### config.mk
export PLATFORM = sky130hd
export DESIGN_NAME = sa_input_skewer
export DESIGN_NICKNAME = d
export VERILOG_FILES = /design/src/rtl/sa_input_skewer.sv
export SDC_FILE = /design/constraint.sdc
export NUM_CORES = 1
export LEC_CHECK = 0
export CORE_MARGIN = 4
export CORE_UTILIZATION = 40
export DETAILED_ROUTE_END_ITERATION = 12
export DONT_BUFFER_PORTS = 1
export GPL_TIMING_DRIVEN = 0
export SLEW_MARGIN = 20
export SYNTH_ARGS = -nofsm -noshare
export SYNTH_HDL_FRONTEND = slang
export SYNTH_SLANG_ARGS = --single-unit
### constraint.sdc
create_clock -name clk -period 3.4 [get_ports clk]
set_input_delay 0.68 -clock clk [delete_from_list [all_inputs] [get_ports clk]]
set_output_delay 0.68 -clock clk [all_outputs]
set_load 0.01 [all_outputs]
### src/rtl/sa_input_skewer.sv
`default_nettype none
// ============================================================================
//  Module   : sa_input_skewer
//  Brief    : Buffers row vectors from a valid/ready stream and feeds the
//             systolic core with lane i delayed i cycles, framing each tile
//             with a drain phase and a tile_done pulse.
//             Optional macro SA_SKEW_STALL_EN adds a stall input.
//  Revision : 1.0  initial release
// ============================================================================
module sa_input_skewer #(
    parameter int ROWS   = 8,
    parameter int DATA_W = 8,
    parameter int DEPTH  = 4
) (
    input  logic                   clk,
    input  logic                   rstn,
`ifdef SA_SKEW_STALL_EN
    input  logic                   stall,
`endif
    input  logic [ROWS*DATA_W-1:0] in_vec,
    input  logic                   in_last,
    input  logic                   in_valid,
    output logic                   in_ready,
    output logic [ROWS*DATA_W-1:0] aout,
    output logic [ROWS-1:0]        avalid,
    output logic                   busy,
    output logic                   tile_done
);

    localparam int C_VEC_W = ROWS * DATA_W;
    localparam int C_AW    = $clog2(DEPTH);
    localparam int C_DC_W  = (ROWS > 2) ? $clog2(ROWS - 1) : 1;

    localparam logic [C_AW:0]     C_DEPTH   = (C_AW + 1)'(DEPTH);
    localparam logic [C_DC_W-1:0] C_DC_TERM = C_DC_W'((ROWS > 1) ? ROWS - 2 : 0);

    typedef enum logic [1:0] {
        ST_IDLE   = 2'd0,
        ST_STREAM = 2'd1,
        ST_DRAIN  = 2'd2
    } state_t;

    logic w_stall;
`ifdef SA_SKEW_STALL_EN
    assign w_stall = stall;
`else
    assign w_stall = 1'b0;
`endif

    // ------------------------------------------------------------------
    // Input FIFO
    // ------------------------------------------------------------------
    logic [C_VEC_W-1:0] r_mem_vec [DEPTH];
    logic [DEPTH-1:0]   r_mem_last;
    logic [C_AW-1:0]    r_wr_ptr;
    logic [C_AW-1:0]    r_rd_ptr;
    logic [C_AW:0]      r_count;
    logic [C_AW:0]      w_count_nxt;
    logic               r_in_ready;
    logic               w_push;
    logic               w_pop;
    logic               w_empty;
    logic [C_VEC_W-1:0] w_head_vec;
    logic               w_head_last;

    assign w_push      = in_valid & r_in_ready;
    assign w_empty     = (r_count == '0);
    assign w_head_vec  = r_mem_vec[r_rd_ptr];
    assign w_head_last = r_mem_last[r_rd_ptr];
    assign in_ready    = r_in_ready;

    always_comb begin
        w_count_nxt = r_count;
        case ({w_push, w_pop})
            2'b10:   w_count_nxt = r_count + 1'b1;
            2'b01:   w_count_nxt = r_count - 1'b1;
            default: w_count_nxt = r_count;
        endcase
    end

    always_ff @(posedge clk) begin
        if (w_push) begin
            r_mem_vec[r_wr_ptr]  <= in_vec;
            r_mem_last[r_wr_ptr] <= in_last;
        end
    end

    always_ff @(posedge clk or negedge rstn) begin
        if (!rstn) begin
            r_wr_ptr   <= '0;
            r_rd_ptr   <= '0;
            r_count    <= '0;
            r_in_ready <= 1'b1;
        end else begin
            if (w_push) r_wr_ptr <= r_wr_ptr + 1'b1;
            if (w_pop)  r_rd_ptr <= r_rd_ptr + 1'b1;
            r_count    <= w_count_nxt;
            r_in_ready <= (w_count_nxt != C_DEPTH);
        end
    end

    // ------------------------------------------------------------------
    // Issue FSM: IDLE and STREAM both pop whenever data is waiting; the
    // only difference is whether a tile is currently open (busy).
    // ------------------------------------------------------------------
    state_t            r_state;
    state_t            w_state_nxt;
    logic [C_DC_W-1:0] r_drain_cnt;
    logic [C_DC_W-1:0] w_drain_cnt_nxt;
    logic              w_tile_done_nxt;
    logic              r_tile_done;

    always_ff @(posedge clk or negedge rstn) begin
        if (!rstn) begin
            r_state     <= ST_IDLE;
            r_drain_cnt <= '0;
            r_tile_done <= 1'b0;
        end else begin
            r_state     <= w_state_nxt;
            r_drain_cnt <= w_drain_cnt_nxt;
            r_tile_done <= w_tile_done_nxt;
        end
    end

    always_comb begin
        w_state_nxt     = r_state;
        w_drain_cnt_nxt = r_drain_cnt;
        w_pop           = 1'b0;
        w_tile_done_nxt = 1'b0;
        if (!w_stall) begin
            case (r_state)
                ST_IDLE, ST_STREAM: begin
                    if (!w_empty) begin
                        w_pop = 1'b1;
                        if (w_head_last) begin
                            // A single lane has nothing to drain: done follows the pop directly.
                            if (ROWS == 1) begin
                                w_state_nxt     = ST_IDLE;
                                w_tile_done_nxt = 1'b1;
                            end else begin
                                w_state_nxt     = ST_DRAIN;
                                w_drain_cnt_nxt = '0;
                            end
                        end else begin
                            w_state_nxt = ST_STREAM;
                        end
                    end
                end
                ST_DRAIN: begin
                    if (r_drain_cnt == C_DC_TERM) begin
                        w_state_nxt     = ST_IDLE;
                        w_drain_cnt_nxt = '0;
                        w_tile_done_nxt = 1'b1;
                    end else begin
                        w_drain_cnt_nxt = r_drain_cnt + 1'b1;
                    end
                end
                default: w_state_nxt = ST_IDLE;
            endcase
        end
    end

    assign tile_done = r_tile_done;
    assign busy      = (r_state != ST_IDLE) || !w_empty || r_tile_done;

    // ------------------------------------------------------------------
    // Skew pipeline: lane i is i+1 stages deep; bubbles carry zero data
    // ------------------------------------------------------------------
    for (genvar i = 0; i < ROWS; i++) begin : g_lane
        logic [DATA_W-1:0] r_sd [i+1];
        logic [i:0]        r_sv;

        always_ff @(posedge clk or negedge rstn) begin
            if (!rstn) begin
                for (int s = 0; s <= i; s++) begin
                    r_sd[s] <= '0;
                end
                r_sv <= '0;
            end else if (!w_stall) begin
                r_sd[0] <= w_pop ? w_head_vec[i*DATA_W +: DATA_W] : '0;
                r_sv[0] <= w_pop;
                for (int s = 1; s <= i; s++) begin
                    r_sd[s] <= r_sd[s-1];
                    r_sv[s] <= r_sv[s-1];
                end
            end
        end

        assign aout[i*DATA_W +: DATA_W] = r_sd[i];
        assign avalid[i]                = r_sv[i];
    end

endmodule
`default_nettype wire

==> results.ini <==
[timing]
relSlewSlack_pct = 54.91
slew_viol_final = 0
fin_hold_ws_ns = -0.2109
max_freq_mhz = 336.5
finalCritPeriodShare_pct = 87.40
setup-tns-final_ns = 0
finClkSkew_ns = 0.01056
finalCriticalPeriod_ns = 2.971
worstMarginPinSlew_ns = 0.6764
setup_violations = 0
rsz0062_at_grt = no
hold_viol = 309

[routing]
vias = 7301
first_pass_iters = 4
routed_wirelength_um = 30560
drc = 0
post_drt_wl_per_cell_um = 19.69
postRouteAntennaNets = 0
drt-vias-per-instance = 4.704
drt_iter0_markers = 433

[finish]
final_util_pct = 46.53
fill_cells = 3835
area_delta_synth_final_pct = 14.61
layout-drive-gt1-share_pct = 24.16
diodes = 0
nets = 977

[placed_design]
place.port_buffers = 0
dpl.hpwl_um = 16840
gp_congestion = 0.6722

[floorplanning]
start_util_pct = 40.59
fp-row-count = 78
fp.dieH_um = 222.8
ios = 143
core_area_um2 = 45480
dieWidth_um = 222.8
die-area_um2 = 49660

[power]
p_int_mw = 14.33
switching_share_pct = 25.36
combPwrFrac_pct = 18.4
p_switching_mw = 4.870
p_seq_share_pct = 50.6
cellPowerDensity_nw_per_um2 = 907.4
vdd_drop_max_mv = 0.4953
p_clk_share_pct = 31.0
power_leakage_nw = 8.687

[synth]
synth.area.top_cells = edfxtp_1 42%, dfrtp_1 42%, mux4_2 7.8%
ys.flop_type = dfrtp_1
syn_area_um2 = 18460
synthArstFlopShare_pct = 54.39
synth.yosys.seq_area_share_pct = 84.32
synthCells = 840
synth.most_common_cell = dfrtp_1
synth_top_cell_area_share_pct = 42.29
ys_ff_latch = 570
syn-num-nets = 914
synth_edf_count = 260
synth_warnings = 0
yosys.area.top_type = edfxtp_1
avgSynthCellArea_um2 = 21.98
synth.distinct_cells = 33
synthTopCellsByCount = 309 x dfrtp_1, 260 x edfxtp_1, 69 x and3_1

[critical_path]
crit_required_ns = 2.72
worstSetupPathType = reg2out
rrSetupSlack_ns = 0.44
cp_max_fo = 10
crit_arrival_ns = 2.29
worstSetupStartpointType = register
end_kind = output pin

[min_path]
hold_class = in2async

[global_routing]
grt_remaining_overflow = 0
grtUsageTotal_pct = 12.71
grt_pass1_wl_um = 48270
grt_max_degree = 311
first_global_vias = 7999
antenna_found_initial = 0

[cts]
htree_levels = 2
cts_buffers = 57
post_cts_buffers = 0
cts-root-buf = clkbuf_16
clock_latency_ns = 0.59
cts_resized = 0
clock-sinks = 570
path_clk_slew_ns = 0.06
cts_tree = yes
clockBufferDepth = 3

[run]
maxCapViolCount = 0

[status]
violations = hold timing
status = finished, violations left

-- kinds of logic after synthesis --
kind of cell               share of synthesized area (%)
DFF                                                84.32
buffers and inverters                              3.660
and+or+nand+nor                                    2.962
muxes                                              8.065
AOI/OAI and AO/OA                                 0.3118
adders and majority gates                         0.4473
xor gates and xnor gates                          0.2373
-- cell usage in the layout (no fill, tap or decap), types with 3 or more instances in the layout --
master and instances:
ha_1 5, clkbuf_16 57, clkbuf_8 8, and3_1 65, o21ai_0 4, dfrtp_1 309
mux4_2 64, buf_2 7, edfxtp_1 260, and3_4 4, buf_4 59, clkinv_2 7
nor2_1 3, xnor2_1 3, buf_16 4, clkinv_1 13, nand2_1 6, inv_1 6
buf_12 5, clkbuf_1 26, inv_6 3
-- power groups by stage --
| stage | clock, mW | combinational, mW | sequential [mW] |
|---|---|---|---|
| floorplan | 0 | 2.72 | 9.70 |
| global placement | 0 | 3.53 | 9.89 |
| detailed placement | 0 | 3.66 | 9.88 |
| CTS | 6.19 | 3.67 | 9.75 |
| global route | 6.49 | 3.87 | 9.89 |
| finish | 5.95 | 3.54 | 9.71 |
-- worst paths after layout --
kind / from / endpoint / cells after the start
max in group asynchronous: rstn / aout[10]$_DFF_PN0_ / 0
min reg2reg: g_lane[5].r_sd[35]$_DFF_PN0_ / g_lane[5].r_sd[27]$_DFF_PN0_ / 0
max: r_count[0]$_DFF_PN0_ / busy / 4
min: rstn / g_lane[2].r_sd[10]$_DFF_PN0_ / 0
min in group clk: in_vec[14] / r_mem_vec[0][14]$_DFFE_PP_ / 0
max reg2reg: r_state[1]$_DFFE_PN0P_ / in_ready$_DFF_PN1_ / 9
-- metrics by stage --
stage	cell area [um^2]	hold slack (ns)	std cells	total power, mW	setup WS (ns)
2_1_floorplan	18460	0.3312	840	12.42	0.7126
3_3_place_gp	19210	0.3312	1440	13.42	-0.8355
3_5_place_dp	19340	0.3347	1444	13.54	0.3601
4_1_cts	21160	-0.2505	1552	19.61	0.3240
5_1_grt	21160	-0.2639	1552	20.26	0.2068
6_report	21160	-0.2109	1552	19.20	0.4285
-- per-layer routing --
metal / global-route usage (%) / up-vias / share of wire (%)
li1: - / 3195 / -
met1: 16.01 / 3882 / 41
met2: 20.78 / 162 / 50
met3: 4.651 / 62 / 6.6
met4: 3.917 / 0 / 2.6
met5: 0 / - / 0
-- layout make-up --
cell class                      instances  area (um^2)  share of cell area (%)
Buffer                                 87        653.1                   3.087
Clock buffer                           77         1582                   7.474
Clock inverter                         31        235.2                   1.112
Inverter                                6        22.52                  0.1064
Multi-Input combinational cell        177         2240                   10.58
Sequential cell                       570        15570                   73.57
Tap cell                              600        750.7                   3.548
Timing Repair Buffer                    4        110.1                  0.5204
-- critical path, stage by stage, from the launching register on --
cell	delay (ns)
dfrtp_1	0.40
or3_1	0.38
buf_2	0.21
buf_6	0.18
or4_1	0.53
-- registers in the layout, indices dropped and copies added (netlist names) --
register,count
g_lane.r_sv,8
tile_done,1
r_wr_ptr,2
r_state,2
r_count,3
r_mem_last,4
in_ready,1
g_lane.r_sd,232
r_mem_vec,256
r_rd_ptr,2
r_drain_cnt,3
aout,56
Note: power is estimated with default switching activity, not from simulation.
